## src/rtl/bfsk_demodulator.sv

```systemverilog
// BFSK receive path: counts midscale crossings (with hysteresis) per bit window,
// decides mark/space per window and assembles NBITS decisions MSB-first into a byte.
module bfsk_demodulator #(
    parameter int SPB    = 64,
    parameter int THRESH = 8,
    parameter int HYST   = 4,
    parameter int MID    = 128,
    parameter int NBITS  = 8
) (
    input  logic             clk,
    input  logic             reset,
    input  logic [7:0]       sample_in,
    input  logic             sample_valid,
    input  logic             start,
    output logic             busy,
    output logic             bit_out,
    output logic             bit_strobe,
    output logic [NBITS-1:0] data_out,
    output logic             data_valid
);

    // state | meaning
    // IDLE  | waiting for start
    // PRIME | waiting for the first valid sample to seed the sign flag
    // RUN   | tracking crossings and closing bit windows
    typedef enum logic [1:0] {IDLE, PRIME, RUN} state_t;

    localparam int SW = (SPB > 1) ? $clog2(SPB) : 1;
    localparam int CW = $clog2(SPB + 1);
    localparam int BW = $clog2(NBITS + 1);

    localparam logic [8:0]    MID_C    = 9'(MID);
    localparam logic [8:0]    HI_C     = 9'(MID + HYST);
    localparam logic [8:0]    LO_C     = 9'(MID - HYST);
    localparam logic [SW-1:0] LAST_SMP = SW'(SPB - 1);
    localparam logic [BW-1:0] LAST_BIT = BW'(NBITS - 1);
    localparam logic [CW-1:0] SPB_C    = CW'(SPB);
    localparam logic [CW-1:0] THRESH_C = CW'(THRESH);

    state_t           state_q, state_d;
    logic [SW-1:0]    samp_cnt;
    logic [CW-1:0]    cross_cnt;
    logic [BW-1:0]    bit_cnt;
    logic [NBITS-2:0] shift_q;
    logic             sign_q;

    logic             sign_d;
    logic             consume;
    logic             cross_inc;
    logic             win_close;
    logic             frame_end;
    logic [CW-1:0]    cross_total;
    logic             bit_d;
    logic [NBITS-1:0] shift_next;
    logic [8:0]       smp9;

    assign smp9 = {1'b0, sample_in};

    always_ff @(posedge clk or negedge reset) begin
        if (!reset) begin
            state_q <= IDLE;
        end else begin
            state_q <= state_d;
        end
    end

    always_comb begin
        state_d   = state_q;
        sign_d    = sign_q;
        consume   = 1'b0;
        cross_inc = 1'b0;
        win_close = 1'b0;
        frame_end = 1'b0;
        case (state_q)
            IDLE: begin
                if (start) begin
                    state_d = PRIME;
                end
            end
            PRIME: begin
                if (sample_valid) begin
                    consume = 1'b1;
                    sign_d  = (smp9 >= MID_C);
                    state_d = RUN;
                end
            end
            RUN: begin
                if (sample_valid) begin
                    consume = 1'b1;
                    if (smp9 >= HI_C) begin
                        sign_d = 1'b1;
                    end else if (smp9 < LO_C) begin
                        sign_d = 1'b0;
                    end
                    cross_inc = (sign_d != sign_q);
                end
            end
            default: state_d = IDLE;
        endcase

        if (consume && (samp_cnt == LAST_SMP)) begin
            win_close = 1'b1;
            if (bit_cnt == LAST_BIT) begin
                frame_end = 1'b1;
                state_d   = IDLE;
            end
        end
    end

    // Crossing count includes the sample being consumed, saturating at SPB.
    assign cross_total = (cross_inc && (cross_cnt != SPB_C)) ? cross_cnt + 1'b1 : cross_cnt;
    assign bit_d       = (cross_total >= THRESH_C);
    assign shift_next  = {shift_q, bit_d};

    always_ff @(posedge clk or negedge reset) begin
        if (!reset) begin
            samp_cnt   <= '0;
            cross_cnt  <= '0;
            bit_cnt    <= '0;
            shift_q    <= '0;
            sign_q     <= 1'b0;
            bit_out    <= 1'b0;
            bit_strobe <= 1'b0;
            data_out   <= '0;
            data_valid <= 1'b0;
        end else begin
            bit_strobe <= win_close;
            data_valid <= frame_end;
            if ((state_q == IDLE) && start) begin
                samp_cnt  <= '0;
                cross_cnt <= '0;
                bit_cnt   <= '0;
            end
            if (consume) begin
                sign_q <= sign_d;
                if (win_close) begin
                    samp_cnt  <= '0;
                    cross_cnt <= '0;
                    bit_out   <= bit_d;
                    shift_q   <= shift_next[NBITS-2:0];
                    if (frame_end) begin
                        bit_cnt  <= '0;
                        data_out <= shift_next;
                    end else begin
                        bit_cnt <= bit_cnt + 1'b1;
                    end
                end else begin
                    samp_cnt  <= samp_cnt + 1'b1;
                    cross_cnt <= cross_total;
                end
            end
        end
    end

    assign busy = (state_q != IDLE);

endmodule

```

## config.mk

```make
export PLATFORM = sky130hd
export DESIGN_NAME = bfsk_demodulator
export DESIGN_NICKNAME = d
export VERILOG_FILES = /design/src/rtl/bfsk_demodulator.sv
export SDC_FILE = /design/constraint.sdc
export NUM_CORES = 1
export LEC_CHECK = 0
export CAP_MARGIN = 20
export CORE_ASPECT_RATIO = 0.6
export CORE_UTILIZATION = 46
export CTS_CLUSTER_SIZE = 20
export DETAILED_ROUTE_END_ITERATION = 10
export PLACE_DENSITY = 0.8
export SLEW_MARGIN = 20
export SYNTH_ARGS = -nofsm -noshare
export SYNTH_HDL_FRONTEND = slang
export SYNTH_SLANG_ARGS = --single-unit
```

## constraint.sdc

```tcl
create_clock -name clk -period 2.8 [get_ports clk]
set_input_delay 0.56 -clock clk [delete_from_list [all_inputs] [get_ports clk]]
set_output_delay 0.56 -clock clk [all_outputs]
set_load 0.01 [all_outputs]
```

; ---- Yosys cells after proc, flatten, opt, wreduce, memory -nomap -nowiden
; Index checks and enable logic that the tools add are counted.
[totals]
register_bits = 38
in_bits = 12
output_inout_bits = 12
word_cells = 66
[op_classes]
add_sub_neg = 3
n_lt_le_gt_ge = 4
n_eq_ne = 8
muxes = 30
n_reduce_logical = 11
[op_table]
columns = cell, n
row1 = 2-to-1 mux 7 bit, 4
row2 = 2-to-1 mux 6 bit, 3
row3 = "greater-or-equal comparator 8 bit, second input constant", 2
row4 = 2-to-1 mux 4 bit, 4
row5 = 2-to-1 mux 1 bit, 13
row6 = "< comparator 8 x 7 -> 1 bit, second input constant", 1
row7 = 2-to-1 mux 2 bit, 4
row8 = "adder 7 x 1 -> 7 bit, second input constant", 1
row9 = "greater-or-equal comparator 7 x 4 -> 1 bit, second input constant", 1
row10 = "!= test 7 bit, second input constant", 1
row11 = "adder 6 x 1 -> 6 bit, second input constant", 1
row12 = "equality test 6 bit, second input constant", 1
row13 = one-hot mux 2 bit (3 select lines), 1
row14 = nonzero test 2 bit, 3
row15 = "adder 4 x 1 -> 4 bit, second input constant", 1
row16 = "equality test 4 x 3 -> 1 bit, second input constant", 1
row17 = "!= test 2 bit, second input constant", 2
row18 = AND reduction 4 bit, 1
row19 = logical AND 1 bit, 3
row20 = AND reduction 3 bit, 1
row21 = "equality test 2 x 1 -> 1 bit, second input constant", 1
row22 = "equality test 2 bit, second input constant", 1
row23 = logical NOT 2 bit, 1
row24 = one-hot mux 1 bit (2 select lines), 1
row25 = other kinds (3), 3

; ---- Depth between registers and ports, before layout
[logic_depth]
depth_word = 12
depth_mapped = 9
mapped_depth_nobuf = 8

; ---- Worst setup path before layout
; OpenSTA, ideal clock, no wires.
[synth_path]
path_type = input to register
start = in sample_in[4]
end = reg data_out[0]
setup_ns = 0.125
t_arrival_ns = 2.090
t_required_ns = 2.675
path_slack_ns = 0.585
path_stages = 6
path_buffers = 0
cell_sequence = or4_4 o21ai_2 a21oi_2 a211o_1 a32o_1 mux2_2
[synth_between]
elab_chain_cells = 11
word_cells_on_any_way = 12
classes_between = order compare: 3 / eq/ne: 1 / mux: 7 / reduce/logical: 1
[synth_rtl]
columns = item, line
row1 = start: declaration, 12  ; input logic [7:0] sample_in,
row2 = < comparator 8 x 7 -> 1 bit, 92  ; end else if (smp9 < LO_C) begin
row3 = 2-to-1 mux 1 bit, 92
row4 = 2-to-1 mux 1 bit (*), 90  ; if (smp9 >= HI_C) begin
row5 = 2-to-1 mux 1 bit (*), 88  ; if (sample_valid) begin
row6 = 2-to-1 mux 1 bit (*), 74  ; case (state_q)
row7 = != test 1 bit (*), 95  ; cross_inc = (sign_d != sign_q);
row8 = 2-to-1 mux 1 bit (*), 88
row9 = 2-to-1 mux 1 bit (*), 74
row10 = logical AND 1 bit (*), 111  ; assign cross_total = (cross_inc && (cross_cnt != SPB_C)) ? cross_cnt + 1'b1 : cross_cnt;
row11 = 2-to-1 mux 7 bit (*), 111
row12 = greater-or-equal comparator 7 x 4 -> 1 bit (*), 112  ; assign bit_d = (cross_total >= THRESH_C);
row13 = end signal: assignment, 143  ; data_out <= shift_next;
row14 = end: declaration, 18  ; output logic [NBITS-1:0] data_out,
; Mark *: on every way between the ends. The rest lies on a longest branch, timed or not. The select of a mux whose other input is x is not followed.
; A chain may end at the register's enable or synchronous reset.

; ---- Worst setup path in the final report
[layout_path]
start = in sample_in[4]
end = reg shift_q[0]
[layout_between]
elab_chain_cells = 11
word_cells_on_any_way = 12
classes_between = order compare: 3 / eq/ne: 1 / mux: 7 / reduce/logical: 1
[layout_rtl]
columns = item, line
row1 = < comparator 8 x 7 -> 1 bit, 92
row2 = 2-to-1 mux 1 bit, 92
row3 = 2-to-1 mux 1 bit (*), 90
row4 = 2-to-1 mux 1 bit (*), 88
row5 = 2-to-1 mux 1 bit (*), 74
row6 = != test 1 bit (*), 95
row7 = 2-to-1 mux 1 bit (*), 88
row8 = 2-to-1 mux 1 bit (*), 74
row9 = logical AND 1 bit (*), 111
row10 = 2-to-1 mux 7 bit (*), 111
row11 = greater-or-equal comparator 7 x 4 -> 1 bit (*), 112
row12 = end signal: assignment, 140  ; shift_q <= shift_next[NBITS-2:0];
row13 = end: declaration, 44  ; logic [NBITS-2:0] shift_q;
; Marks and branches as above.

==> results by stage <==
Yosys:
- The number of register bits inferred by synthesis is 37.
- The mean cell area of the mapped netlist is 9.61 sq um.
- The number of nets handed over by synthesis was 220.
- The count of mapped cells out of synthesis is 199.
- The post-synthesis share of cell area spent on xor and xnor gates is 0.458%.
- The fraction of synthesized area in multiplexers is 6.35%.
- The count of synthesis-stage warnings from yosys is 0.
- The post-synthesis sequential area ratio is 48.4%.
- After synthesis, the netlist uses 39 different library cells.
- In this run the cell area of the synthesized design comes to 1910 sq um.
- Among all flip-flop cells after synthesis, the most frequent one is sky130_fd_sc_hd__dfrtp_1.
- The number of flops mapped to enable cells by yosys is 0.
- The share of synthesized cell area in full adder, half adder and majority cells is 5.89%.
- The share of flip-flops with an asynchronous set or reset after synthesis is 100%.
- Of the total synthesized cell area, the portion taken by AND, OR, NAND and NOR gates is 19.5%.
- The main combinational cell family by area after synthesis is simple AND/OR/NAND/NOR gates.
- The compound-gate portion of the synthesized area is 15.0%.

Power:
- In this run, the combinational gates consume 26.9% of the power.
- The switching power share of the total is 30.7%.
- VDD sags by at most 0.344 mV.
- Cell internal power was estimated by the tool at 1.11 mW.
- For this design the total switching power over the nets is 0.491 mW.
- Power spread over the standard cell area amounts to 688 nW/um^2.
- The clock network is responsible for 34.6% of the overall power.
- For this design the static power due to leakage is 1.09 nW.
- Of the total power, registers draw 38.4%.

CTS:
- The total of cells resized after clock tree synthesis is 0.
- The number of clock sinks is 37.
- The clock tree buffer depth is 2.
- The clock latency of the later-clocked register in the worst-skew pair is 280 ps.
- The post-CTS setup buffer count is 0.
- The TritonCTS buffer count is 5.
- The clock root buffer master is sky130_fd_sc_hd__clkbuf_8.
- The TritonCTS clock tree is done.
- The deepest level of the CTS H-tree is 2.
- The number of hold buffers added after CTS was 0.
- Clock-pin slew was measured on the worst setup and hold paths at 80 ps.

Place:
- The congestion estimate from routability-driven global placement came to 0.833.
- The number of buffers inserted by port buffering is 21.
- The standard cell area after detailed placement is 2190 sq um.
- The wire-length estimate of the detail-placed layout is 2940 um.

Worst setup path:
- The critical path startpoint category is a primary input.
- The start-to-end type of the worst setup path is in -> reg.
- The largest incremental delay on the critical path is 550 ps.
- Data on the critical path arrives at its endpoint at 2570 ps.
- The worst-path maximum fanout is 2.
- The worst setup path is captured at a flop.
- The gate family responsible for the most delay along the worst path is compound AO/OA/AOI/OAI gates.
- At the worst endpoint, the required time is 2970 ps.
- Together, buffers and inverters on the worst path number 1.
- Traced cell by cell, the critical path runs through clkdlybuf4s50_1 -> or4_4 -> o21ai_2 -> a21oi_2 -> a211o_1 -> a32o_1 -> mux2_2.
- Among all stages on the critical path, the largest delay is contributed by sky130_fd_sc_hd__or4_4.

Outcome:
- The run finished with clean final reports.

Layout:
- The finished cells cover 2330 sq um.
- The number of filler cells placed in the layout is 317.
- The register cell area after layout is 926 sq um.
- Measured on the finished design, the core utilization comes to 60.8%.
- 0 antenna diodes ended up in the layout.
- The share of cells above drive strength 1 is 13.7%.
- The combined area of the multi-input logic cells is 902 sq um.
- The area growth from synthesis to final layout is 21.7%.
- The net total in the final layout is 247.

Timing:
- The final critical path time including I/O delays and setup is 2400 ps.
- The worst clock skew is 5.11 ps.
- The tightest hold margin is 363 ps.
- The period utilization is 85.6%.
- The slew at the pin closest to its max-slew limit is 811 ps.
- The worst relative slew slack is 45.9%.
- The aggregate negative setup slack is 0 ps.
- The number of setup violations in the final report is 0.
- Static timing analysis puts the maximum clock frequency at 417 MHz.
- The max-slew violation total from the final report came to 0.
- Setup repair after global routing left no endpoint under its margin.
- The final hold violation count is 0.

Detailed routing:
- The routed layout has 1552 vias.
- After detailed routing, the number of vias per cell comes to 5.66.
- The count of antenna-violating nets left after detailed routing is 0.
- The detailed-route wire length per cell is 14.7 um.
- After the first detailed-routing iteration, the DRC count stood at 98.
- The total wire length is 4020 um.
- In the routed design, unresolved DRC markers number 0.
- The pre-antenna-repair detailed-routing pass consisted of 4 iterations.

GRT:
- The maximum number of pins on one net before global-route repair is 38.
- The number of antenna violations at the first check in global routing is 0.
- The total overflow left after global routing is 0.
- The global-route usage over all layers is 20.2%.
- The wire length of the first global-routing pass is 6730 um.
- The via count of the first global-routing pass came to 1438.

Die:
- Measured along the x axis, the die boundary spans 85.2 um.
- The vertical die dimension is 51.9 um.
- For this configuration, the core starts out at a cell density of 49.9%.
- 24 I/O pins were placed.
- The cell row count is 17.
- The overall die area is 4430 sq um.
- The core region is 3830 sq um.

Job:
- The max-cap violation count is 0.

Worst hold path:
- The tightest min-delay check is of the in -> async type.
worst register-to-register path, cell delays in order (launching register included):
cell and delay [ps]:
sky130_fd_sc_hd__dfrtp_1 430, sky130_fd_sc_hd__inv_1 130, sky130_fd_sc_hd__ha_1 250, sky130_fd_sc_hd__nand2_1 100
sky130_fd_sc_hd__a211oi_1 370, sky130_fd_sc_hd__buf_4 210, sky130_fd_sc_hd__nand4_1 90, sky130_fd_sc_hd__a32o_1 250
sky130_fd_sc_hd__mux2_2 260
state kept, by name, indices dropped and copies added (netlist names):
signal / count
state_q: 2
cross_cnt: 7
data_out: 8
bit_strobe: 1
sign_q: 1
data_valid: 1
bit_cnt: 4
samp_cnt: 6
shift_q: 7
stage by stage:
step / setup slack, ps / power [mW] / std cells
4_1_cts: 412 / 1.60 / 274
3_3_place_gp: 145 / 1.04 / 266
3_5_place_dp: 111 / 1.05 / 266
2_1_floorplan: 585 / 0.901 / 199
5_1_grt: 378 / 1.69 / 274
6_report: 403 / 1.60 / 274
worst paths after layout:
check / startpoint / end / slack, ps / cells past startpoint
min in group clk: shift_q[6]$_DFFE_PN0P_ / shift_q[6]$_DFFE_PN0P_ / 480 / 2
worst max register to register: state_q[0]$_DFF_PN0_ / shift_q[0]$_DFFE_PN0P_ / 600 / 8
worst max-delay path: sample_in[4] / shift_q[0]$_DFFE_PN0P_ / 400 / 7
worst min register to register: shift_q[6]$_DFFE_PN0P_ / shift_q[6]$_DFFE_PN0P_ / 480 / 2
worst min-delay path: reset / samp_cnt[1]$_DFFE_PN0P_ / 360 / 1
max in group asynchronous: reset / samp_cnt[4]$_DFFE_PN0P_ / 1930 / 1
kinds of logic (layout without fill, tap and decap cells):
family          after synthesis  count (layout)
simple gates                 75              75
compound gates               47              47
flops                        37              37
buf+inv                      19              47
mux                          11              11
fa+ha+maj                     9               9
xor+xnor                      1               1
synthesized netlist by cell type (all sizes together), types with 2 or more instances:
cell type	instances	area (sq um)
nor2b	2	12.5
dfrtp	37	926
mux2i	2	20.0
and3	4	25.0
inv	10	37.5
nand3	8	40.0
ha	9	113
a21oi	12	63.8
mux2	9	101
nor3	2	10.0
buf	3	17.5
o21ai	20	108
clkbuf	5	18.8
nand4	8	50.1
a211oi	2	15.0
nor2	9	33.8
and2	3	20.0
a31oi	3	18.8
nand2	31	116
o211ai	2	15.0
or3	2	12.5
o31ai	3	22.5
per-layer routing:
| metal | global-route usage (%) | part of all wire, % | routed length, um |
|---|---|---|---|
| met1 | 29.5 | 51 | 2040 |
| met3 | 4.76 | 6.9 | 276 |
| met2 | 30.4 | 42 | 1690 |
| met5 | 0 | 0 | 0 |
| met4 | 4.24 | 0.25 | 10 |
cells in the final DEF, fill, tap and decap left out, types with 3 or more instances in the layout:
master and count:
sky130_fd_sc_hd__a21oi_1 11, sky130_fd_sc_hd__o31ai_1 3, sky130_fd_sc_hd__nand3_1 8, sky130_fd_sc_hd__dfrtp_1 37
sky130_fd_sc_hd__nand2_1 31, sky130_fd_sc_hd__nand4_1 8, sky130_fd_sc_hd__inv_1 10, sky130_fd_sc_hd__a31oi_1 3
sky130_fd_sc_hd__and3_1 4, sky130_fd_sc_hd__clkdlybuf4s50_1 20, sky130_fd_sc_hd__clkbuf_8 5, sky130_fd_sc_hd__o21ai_0 18
sky130_fd_sc_hd__mux2_2 9, sky130_fd_sc_hd__buf_4 8, sky130_fd_sc_hd__nor2_1 9, sky130_fd_sc_hd__ha_1 9
power groups by stage:
stage	sequential (mW)	combinational [mW]	clock, mW
2_1_floorplan	0.611	0.290	0
3_3_place_gp	0.621	0.414	0
3_5_place_dp	0.623	0.424	0
4_1_cts	0.613	0.427	0.563
5_1_grt	0.620	0.486	0.589
6_report	0.615	0.431	0.554
layout make-up:
cell class	count	share of cell area (%)
Tap cell	47	2.53
Multi-Input combinational cell	143	38.8
Clock inverter	3	2.96
Sequential cell	37	39.8
Clock buffer	5	2.96
Timing Repair Buffer	29	11.4
Inverter	10	1.61
(Power assumes the default switching activity.)
